<file path="src/rtl/trail_pkg.sv">
// Shared types and width helpers for the assignment-trail controller.
package trail_pkg;

  localparam int TRAIL_VAR_W   = 16;
  localparam int TRAIL_LVL_W   = 8;
  localparam int TRAIL_ENTRY_W = TRAIL_VAR_W + 2;

  // Field order matches the packed stack word {var, val, is_dec}.
  typedef struct packed {
    logic [TRAIL_VAR_W-1:0] var_id;
    logic                   val;
    logic                   is_dec;
  } trail_entry_t;

  typedef enum logic [1:0] {
    IDLE,
    POP,
    DONE
  } trail_state_e;

  function automatic int entry_width(input int var_w);
    return var_w + 2;
  endfunction

endpackage

</file>
<file path="src/rtl/trail_ctrl_stack.sv">
// LIFO used as the assignment trail; data storage is not reset, only occupancy.
module stack #(
  parameter int WIDTH = 8,
  parameter int DEPTH = 16
) (
  input  logic                   clk,
  input  logic                   rst_n,
  input  logic                   clear,
  input  logic                   push,
  input  logic [WIDTH-1:0]       push_data,
  input  logic                   pop,
  output logic [WIDTH-1:0]       top_data,
  output logic [$clog2(DEPTH):0] count,
  output logic                   empty,
  output logic                   full
);

  localparam int AW = $clog2(DEPTH);

  logic [WIDTH-1:0] mem_q [DEPTH];
  logic [AW:0]      count_q, count_d;
  logic [AW-1:0]    top_idx;
  logic             do_push, do_pop;

  always_comb begin
    empty   = (count_q == '0);
    full    = (count_q == (AW+1)'(DEPTH));
    do_push = push && !full && !clear;
    do_pop  = pop && !empty && !push && !clear;
    top_idx = AW'(count_q - (AW+1)'(1));
    count_d = count_q;
    if (clear)        count_d = '0;
    else if (do_push) count_d = count_q + (AW+1)'(1);
    else if (do_pop)  count_d = count_q - (AW+1)'(1);
  end

  always_ff @(posedge clk or negedge rst_n) begin
    if (!rst_n) count_q <= '0;
    else        count_q <= count_d;
  end

  always_ff @(posedge clk) begin
    if (do_push) mem_q[count_q[AW-1:0]] <= push_data;
  end

  assign top_data = mem_q[top_idx];
  assign count    = count_q;

endmodule

</file>
<file path="src/rtl/trail_ctrl.sv">
// Assignment-trail controller: push trail entries, sequence backtracks by popping to a level.
// Optional statistics counters are built when TRAIL_STATS_EN is defined.
module trail_ctrl
  import trail_pkg::*;
#(
  parameter int VAR_W = TRAIL_VAR_W,
  parameter int DEPTH = 64,
  parameter int LVL_W = TRAIL_LVL_W
) (
  input  logic                   clk,
  input  logic                   rst,
  input  logic                   clear,
  input  logic                   assign_valid,
  output logic                   assign_ready,
  input  logic [VAR_W-1:0]       assign_var,
  input  logic                   assign_val,
  input  logic                   assign_is_dec,
  input  logic                   bt_valid,
  output logic                   bt_ready,
  input  logic [LVL_W-1:0]       bt_level,
  output logic                   undo_valid,
  input  logic                   undo_ready,
  output logic [VAR_W-1:0]       undo_var,
  output logic                   undo_val,
  output logic                   bt_done,
  output logic [LVL_W-1:0]       cur_level,
  output logic [$clog2(DEPTH):0] trail_count,
  output logic                   bt_error,
  output logic [31:0]            stat_bt_cnt,
  output logic [31:0]            stat_undo_cnt
);

  localparam int ENTRY_W = entry_width(VAR_W);
  localparam int CW      = $clog2(DEPTH) + 1;
  localparam logic [LVL_W-1:0] LVL_MAX = '1;

  trail_state_e     state_q, state_d;
  logic [LVL_W-1:0] level_q, level_d, target_q, target_d;
  logic             err_q, err_d;

  logic               stk_push, stk_pop, stk_empty, stk_full;
  logic [ENTRY_W-1:0] stk_top, push_entry;
  logic [CW-1:0]      stk_count;
  logic               push_acc, bt_acc;

  assign push_entry = {assign_var, assign_val, assign_is_dec};

  stack #(
    .WIDTH (ENTRY_W),
    .DEPTH (DEPTH)
  ) u_stack (
    .clk       (clk),
    .rst_n     (~rst),
    .clear     (clear),
    .push      (stk_push),
    .push_data (push_entry),
    .pop       (stk_pop),
    .top_data  (stk_top),
    .count     (stk_count),
    .empty     (stk_empty),
    .full      (stk_full)
  );

  always_comb begin
    state_d      = state_q;
    level_d      = level_q;
    target_d     = target_q;
    err_d        = err_q;
    assign_ready = 1'b0;
    bt_ready     = 1'b0;
    undo_valid   = 1'b0;
    bt_done      = 1'b0;
    stk_push     = 1'b0;
    stk_pop      = 1'b0;
    push_acc     = 1'b0;
    bt_acc       = 1'b0;
    case (state_q)
      IDLE: begin
        // A pending backtrack always stalls pushes so the trail is frozen for it.
        bt_ready     = !rst && !clear;
        assign_ready = !rst && !clear && !stk_full && !bt_valid &&
                       !(assign_is_dec && level_q == LVL_MAX);
        bt_acc   = bt_valid && bt_ready;
        push_acc = assign_valid && assign_ready;
        stk_push = push_acc;
        if (push_acc && assign_is_dec) level_d = level_q + LVL_W'(1);
        if (bt_acc) begin
          if (bt_level >= level_q) begin
            state_d = DONE;
          end else begin
            target_d = bt_level;
            state_d  = POP;
          end
        end
      end
      POP: begin
        if (stk_empty) begin
          err_d   = 1'b1;
          state_d = DONE;
        end else begin
          undo_valid = 1'b1;
          if (undo_ready && !clear) begin
            stk_pop = 1'b1;
            if (stk_top[0]) begin
              level_d = level_q - LVL_W'(1);
              if ((level_q - LVL_W'(1)) == target_q) state_d = DONE;
            end
            // Last entry gone without reaching the target level.
            if (stk_count == CW'(1) && state_d != DONE) begin
              err_d   = 1'b1;
              state_d = DONE;
            end
          end
        end
      end
      DONE: begin
        bt_done = 1'b1;
        state_d = IDLE;
      end
      default: state_d = IDLE;
    endcase
    if (clear) begin
      state_d = IDLE;
      level_d = '0;
      err_d   = 1'b0;
    end
  end

  always_ff @(posedge clk or posedge rst) begin
    if (rst) begin
      state_q  <= IDLE;
      level_q  <= '0;
      target_q <= '0;
      err_q    <= 1'b0;
    end else begin
      state_q  <= state_d;
      level_q  <= level_d;
      target_q <= target_d;
      err_q    <= err_d;
    end
  end

  assign undo_var    = stk_top[ENTRY_W-1:2];
  assign undo_val    = stk_top[1];
  assign cur_level   = level_q;
  assign trail_count = stk_count;
  assign bt_error    = err_q;

`ifdef TRAIL_STATS_EN
  logic [31:0] stat_bt_q, stat_bt_d, stat_undo_q, stat_undo_d;

  always_comb begin
    stat_bt_d   = stat_bt_q;
    stat_undo_d = stat_undo_q;
    if (bt_acc && stat_bt_q != '1)    stat_bt_d   = stat_bt_q + 32'd1;
    if (stk_pop && stat_undo_q != '1) stat_undo_d = stat_undo_q + 32'd1;
    if (clear) begin
      stat_bt_d   = '0;
      stat_undo_d = '0;
    end
  end

  always_ff @(posedge clk or posedge rst) begin
    if (rst) begin
      stat_bt_q   <= '0;
      stat_undo_q <= '0;
    end else begin
      stat_bt_q   <= stat_bt_d;
      stat_undo_q <= stat_undo_d;
    end
  end

  assign stat_bt_cnt   = stat_bt_q;
  assign stat_undo_cnt = stat_undo_q;
`else
  assign stat_bt_cnt   = '0;
  assign stat_undo_cnt = '0;
`endif

endmodule

</file>
<file path="config.mk">
export PLATFORM = sky130hd
export DESIGN_NAME = trail_ctrl
export DESIGN_NICKNAME = d
export VERILOG_FILES = /design/src/rtl/trail_pkg.sv /design/src/rtl/trail_ctrl_stack.sv /design/src/rtl/trail_ctrl.sv
export SDC_FILE = /design/constraint.sdc
export NUM_CORES = 1
export LEC_CHECK = 0
export CAP_MARGIN = 30
export CORE_UTILIZATION = 40
export CTS_CLUSTER_SIZE = 16
export DETAILED_ROUTE_END_ITERATION = 8
export PLACE_DENSITY_LB_ADDON = 0.2
export SETUP_SLACK_MARGIN = 0.05
export SYNTH_ARGS = -nofsm -noshare
export SYNTH_HDL_FRONTEND = slang
export SYNTH_SLANG_ARGS = --single-unit
</file>
<file path="constraint.sdc">
create_clock -name clk -period 12.27 [get_ports clk]
set_clock_uncertainty 0.1 [all_clocks]
set_input_delay 1.8405 -clock clk [delete_from_list [all_inputs] [get_ports clk]]
set_output_delay 1.8405 -clock clk [all_outputs]
set_load 0.1 [all_outputs]
</file>
==> impl_metrics.py <==
metrics = {
    "run_status": {
        "status": "complete, no violations",
    },
    "setup_path": {
        "worstSetupEndpointType": "primary output",
        "crit_arrival_ns": 6.48,
        "crit_fanout": 137,
        "cp_top_family": "buffers and inverters",
        "setup.worst_path.start_class": "flop",
        "worstPathBufferInverterCount": 4,
        "timing.rr.start": "u_stack.count[0]",
        "critPathLaunch": "u_stack.count[0]",
        "cpPeakStageDelay_ns": 1.04,
        "critical_path_class": "flop to primary output",
        "cp_common_cell": "mux4_2",
        "critPathSlowestCell": "clkdlybuf4s50_1",
        "crit_chain": "buf_4 > inv_1 > ha_4 > buf_12 > mux4_2 > mux4_2 > mux4_1 > clkdlybuf4s50_1",
        "ff2ff_setup_slack_ns": 6.73,
        "crit_required_ns": 10.33,
    },
    "synth": {
        "yosys-top-cells-area": "edfxtp_1 (74%), mux4_2 (18%), dfrtp_1 (1.4%), buf_4 (1.1%), nor2_1 (0.77%)",
        "avgSynthCellArea_um2": 22.98,
        "synthCells": 2026,
        "ys_seq_area_share_pct": 75.69,
        "synth_flop_cell": "edfxtp_1",
        "yosysTopAreaCellShare_pct": 74.29,
        "synth_commonest_cells": "edfxtp_1 (1152), mux4_2 (363), nor2_1 (95), buf_4 (67), clkbuf_1 (50)",
        "yosysWarnings": 0,
        "yosys.area.top_type": "edfxtp_1",
        "synthArstFlopShare_pct": 2.207,
        "synth-edff-count": 1152,
        "ys_seq_elements": 1178,
        "ys_types": 64,
        "synth_most_common_cell": "edfxtp_1",
        "netlist_area_um2": 46570,
    },
    "timing": {
        "post-route-period-util_pct": 68.63,
        "timing.final.crit_period_ns": 8.421,
        "maxSlewViolCount": 0,
        "finalSetupViolCount": 0,
        "max_freq_mhz": 118.7,
        "slew_headroom_pct": 25.74,
        "rsz0062_at_grt": "false",
        "hold_viol": 0,
        "timing.setup.tns_ns": 0,
        "worst_slew_pin_slew_ns": 1.114,
    },
    "detailed_routing": {
        "viasPerCell": 5.665,
        "drtIter0Drc": 2317,
        "drc": 0,
        "postRouteAntennaNets": 0,
        "wl_mm": 114.7,
        "wl_per_cell_um": 30.26,
        "vias": 21463,
        "first_pass_iters": 7,
    },
    "power_and_ir_drop": {
        "p_total_uw": 9420,
        "clkPwrFrac_pct": 38.6,
        "p_leak_uw": 0.01623,
        "power_density_nw_per_um2": 176.2,
        "vdd_ir_drop_max_uv": 135.2,
        "p_sw_share_pct": 25.85,
        "intPower_uw": 6985,
        "power_frac_seq_pct": 47.2,
        "p_sw_uw": 2435,
        "p_comb_share_pct": 14.2,
    },
    "clock_network": {
        "htreeDepth": 3,
        "clock_path_buffers": 3,
        "numClockSinks": 1178,
        "cts_buffers": 117,
        "insertion_delay_ns": 0.71,
        "cts_tree": "yes",
        "hold_buffers": 0,
        "clkTransAtPathRegs_ns": 0.06,
        "post_cts_resize_count": 0,
        "cts-root-buf": "clkbuf_16",
        "cts_setup_buffers": 0,
    },
    "global_route": {
        "antenna_found_initial": 14,
        "overflow": 0,
        "grt_pass1_wl_mm": 162.8,
        "grt_usage_pct": 19.71,
        "grt_max_degree": 153,
        "grt_pass1_vias": 21682,
    },
    "run": {
        "drv_cap": 0,
    },
    "die": {
        "dieArea_um2": 117800,
        "row_count": 124,
        "start_util_pct": 40.56,
        "dieWidth_um": 343.2,
        "core_um2": 114800,
        "dieHeight_um": 343.2,
        "ios": 133,
    },
    "layout": {
        "nets": 2227,
        "layout-drive-gt1-share_pct": 30.99,
        "syn_to_final_growth_pct": 14.82,
    },
    "worst_hold_path": {
        "hold_path_class": "flop to flop",
        "hold_start": "target_q[1]",
    },
    "placement": {
        "finalWeightedCongestion": 0.8517,
        "dpl.hpwl_mm": 64.26,
        "port_buffers": 68,
    },
}
-- path summary, 6_finish.rpt --
check,end,cells past startpoint
worst max-delay path,undo_var[0],8
worst min-delay path,target_q[1],1
worst max register to register,cur_level[4],10
worst min register to register,target_q[1],1
max in group asynchronous,target_q[1],3
min in group asynchronous,state_q[1],2
-- layout by cell type, fill, tap and decap left out, drive strengths merged, types with 6 or more instances in the layout --
cell,instances
clkdlybuf4s50,50
inv,17
mux2,9
mux4,374
nor2,95
ha,14
buf,88
nand2,28
dfrtp,26
nand4,11
conb,64
nand2b,6
o21ai,13
xnor2,16
edfxtp,1152
bufinv,16
clkbuf,141
clkinv,51
nand3,24
a21oi,7
-- through the flow --
| stage | utilization (%) | instance area (um2) | hold slack [ns] | instances | setup WS [ns] |
|---|---|---|---|---|---|
| floorplan | - | 46800 | 0.4011 | 2089 | 2.614 |
| global placement | 42.82 | 49160 | 0.4132 | 3556 | 4.373 |
| detailed placement | 43.08 | 49460 | 0.4253 | 3569 | 4.495 |
| CTS | 46.47 | 53350 | 0.4398 | 3782 | 3.713 |
| global route | 46.56 | 53460 | 0.4653 | 3787 | 3.544 |
| finish | 46.57 | 53470 | 0.4401 | 3789 | 3.849 |
-- layer usage --
metal	part of all wire [%]	global-route usage, %	vias up
li1	-	-	8805
met1	43	27.85	11751
met2	49	31.96	777
met3	6.8	3.463	124
met4	1.7	4.704	6
met5	0.035	0	-
-- cells by family (layout without fill, tap and decap cells) --
group	count (synthesis)	after routing	synth area share, %
multiplexers	386	386	18.47
AO/OA/AOI/OAI	53	53	0.8491
AND/OR/NAND/NOR	193	193	1.943
XOR/XNOR	21	21	0.4407
other	1	66	0.008053
buffers and inverters	180	366	2.230
adder cells (fa/ha/maj)	14	14	0.3762
flip-flops	1178	1178	75.69
-- worst register-to-register path, stage by stage, from the launching register on --
cell and delay (ns):
dfrtp_4 0.81, buf_4 0.66, inv_1 0.33, ha_4 0.38, buf_12 0.53, mux4_1 0.66, mux4_1 0.47, o211ai_2 0.18
a211oi_2 0.69, a21boi_1 0.28, mux2_4 0.31
-- power by group through the flow --
stage | sequential (uW) | clock [uW] | combinational, uW
final | 4440 | 3640 | 1340
after global routing | 4440 | 3840 | 1380
after CTS | 4440 | 3700 | 1350
after detailed placement | 4530 | 0 | 1350
after global placement | 4530 | 0 | 1290
after floorplan | 4530 | 0 | 879
-- final cells by class --
| type | instances | area, um2 |
|---|---|---|
| Clock inverter | 72 | 812.0 |
| Fill cell | 9349 | 61350 |
| Antenna cell | 2 | 5.005 |
| Tap cell | 1512 | 1892 |
| Clock buffer | 141 | 3082 |
| Multi-Input combinational cell | 731 | 10920 |
| Inverter | 15 | 56.30 |
| Timing Repair Buffer | 138 | 1446 |
| Sequential cell | 1178 | 35250 |
-- registers in the layout, indices dropped and copies added, names as in the netlist --
name / flops
u_stack.count: 7
state_q: 2
u_stack.mem_q: 1152
target_q: 8
bt_error: 1
cur_level: 8
(Power assumes the default switching activity.)
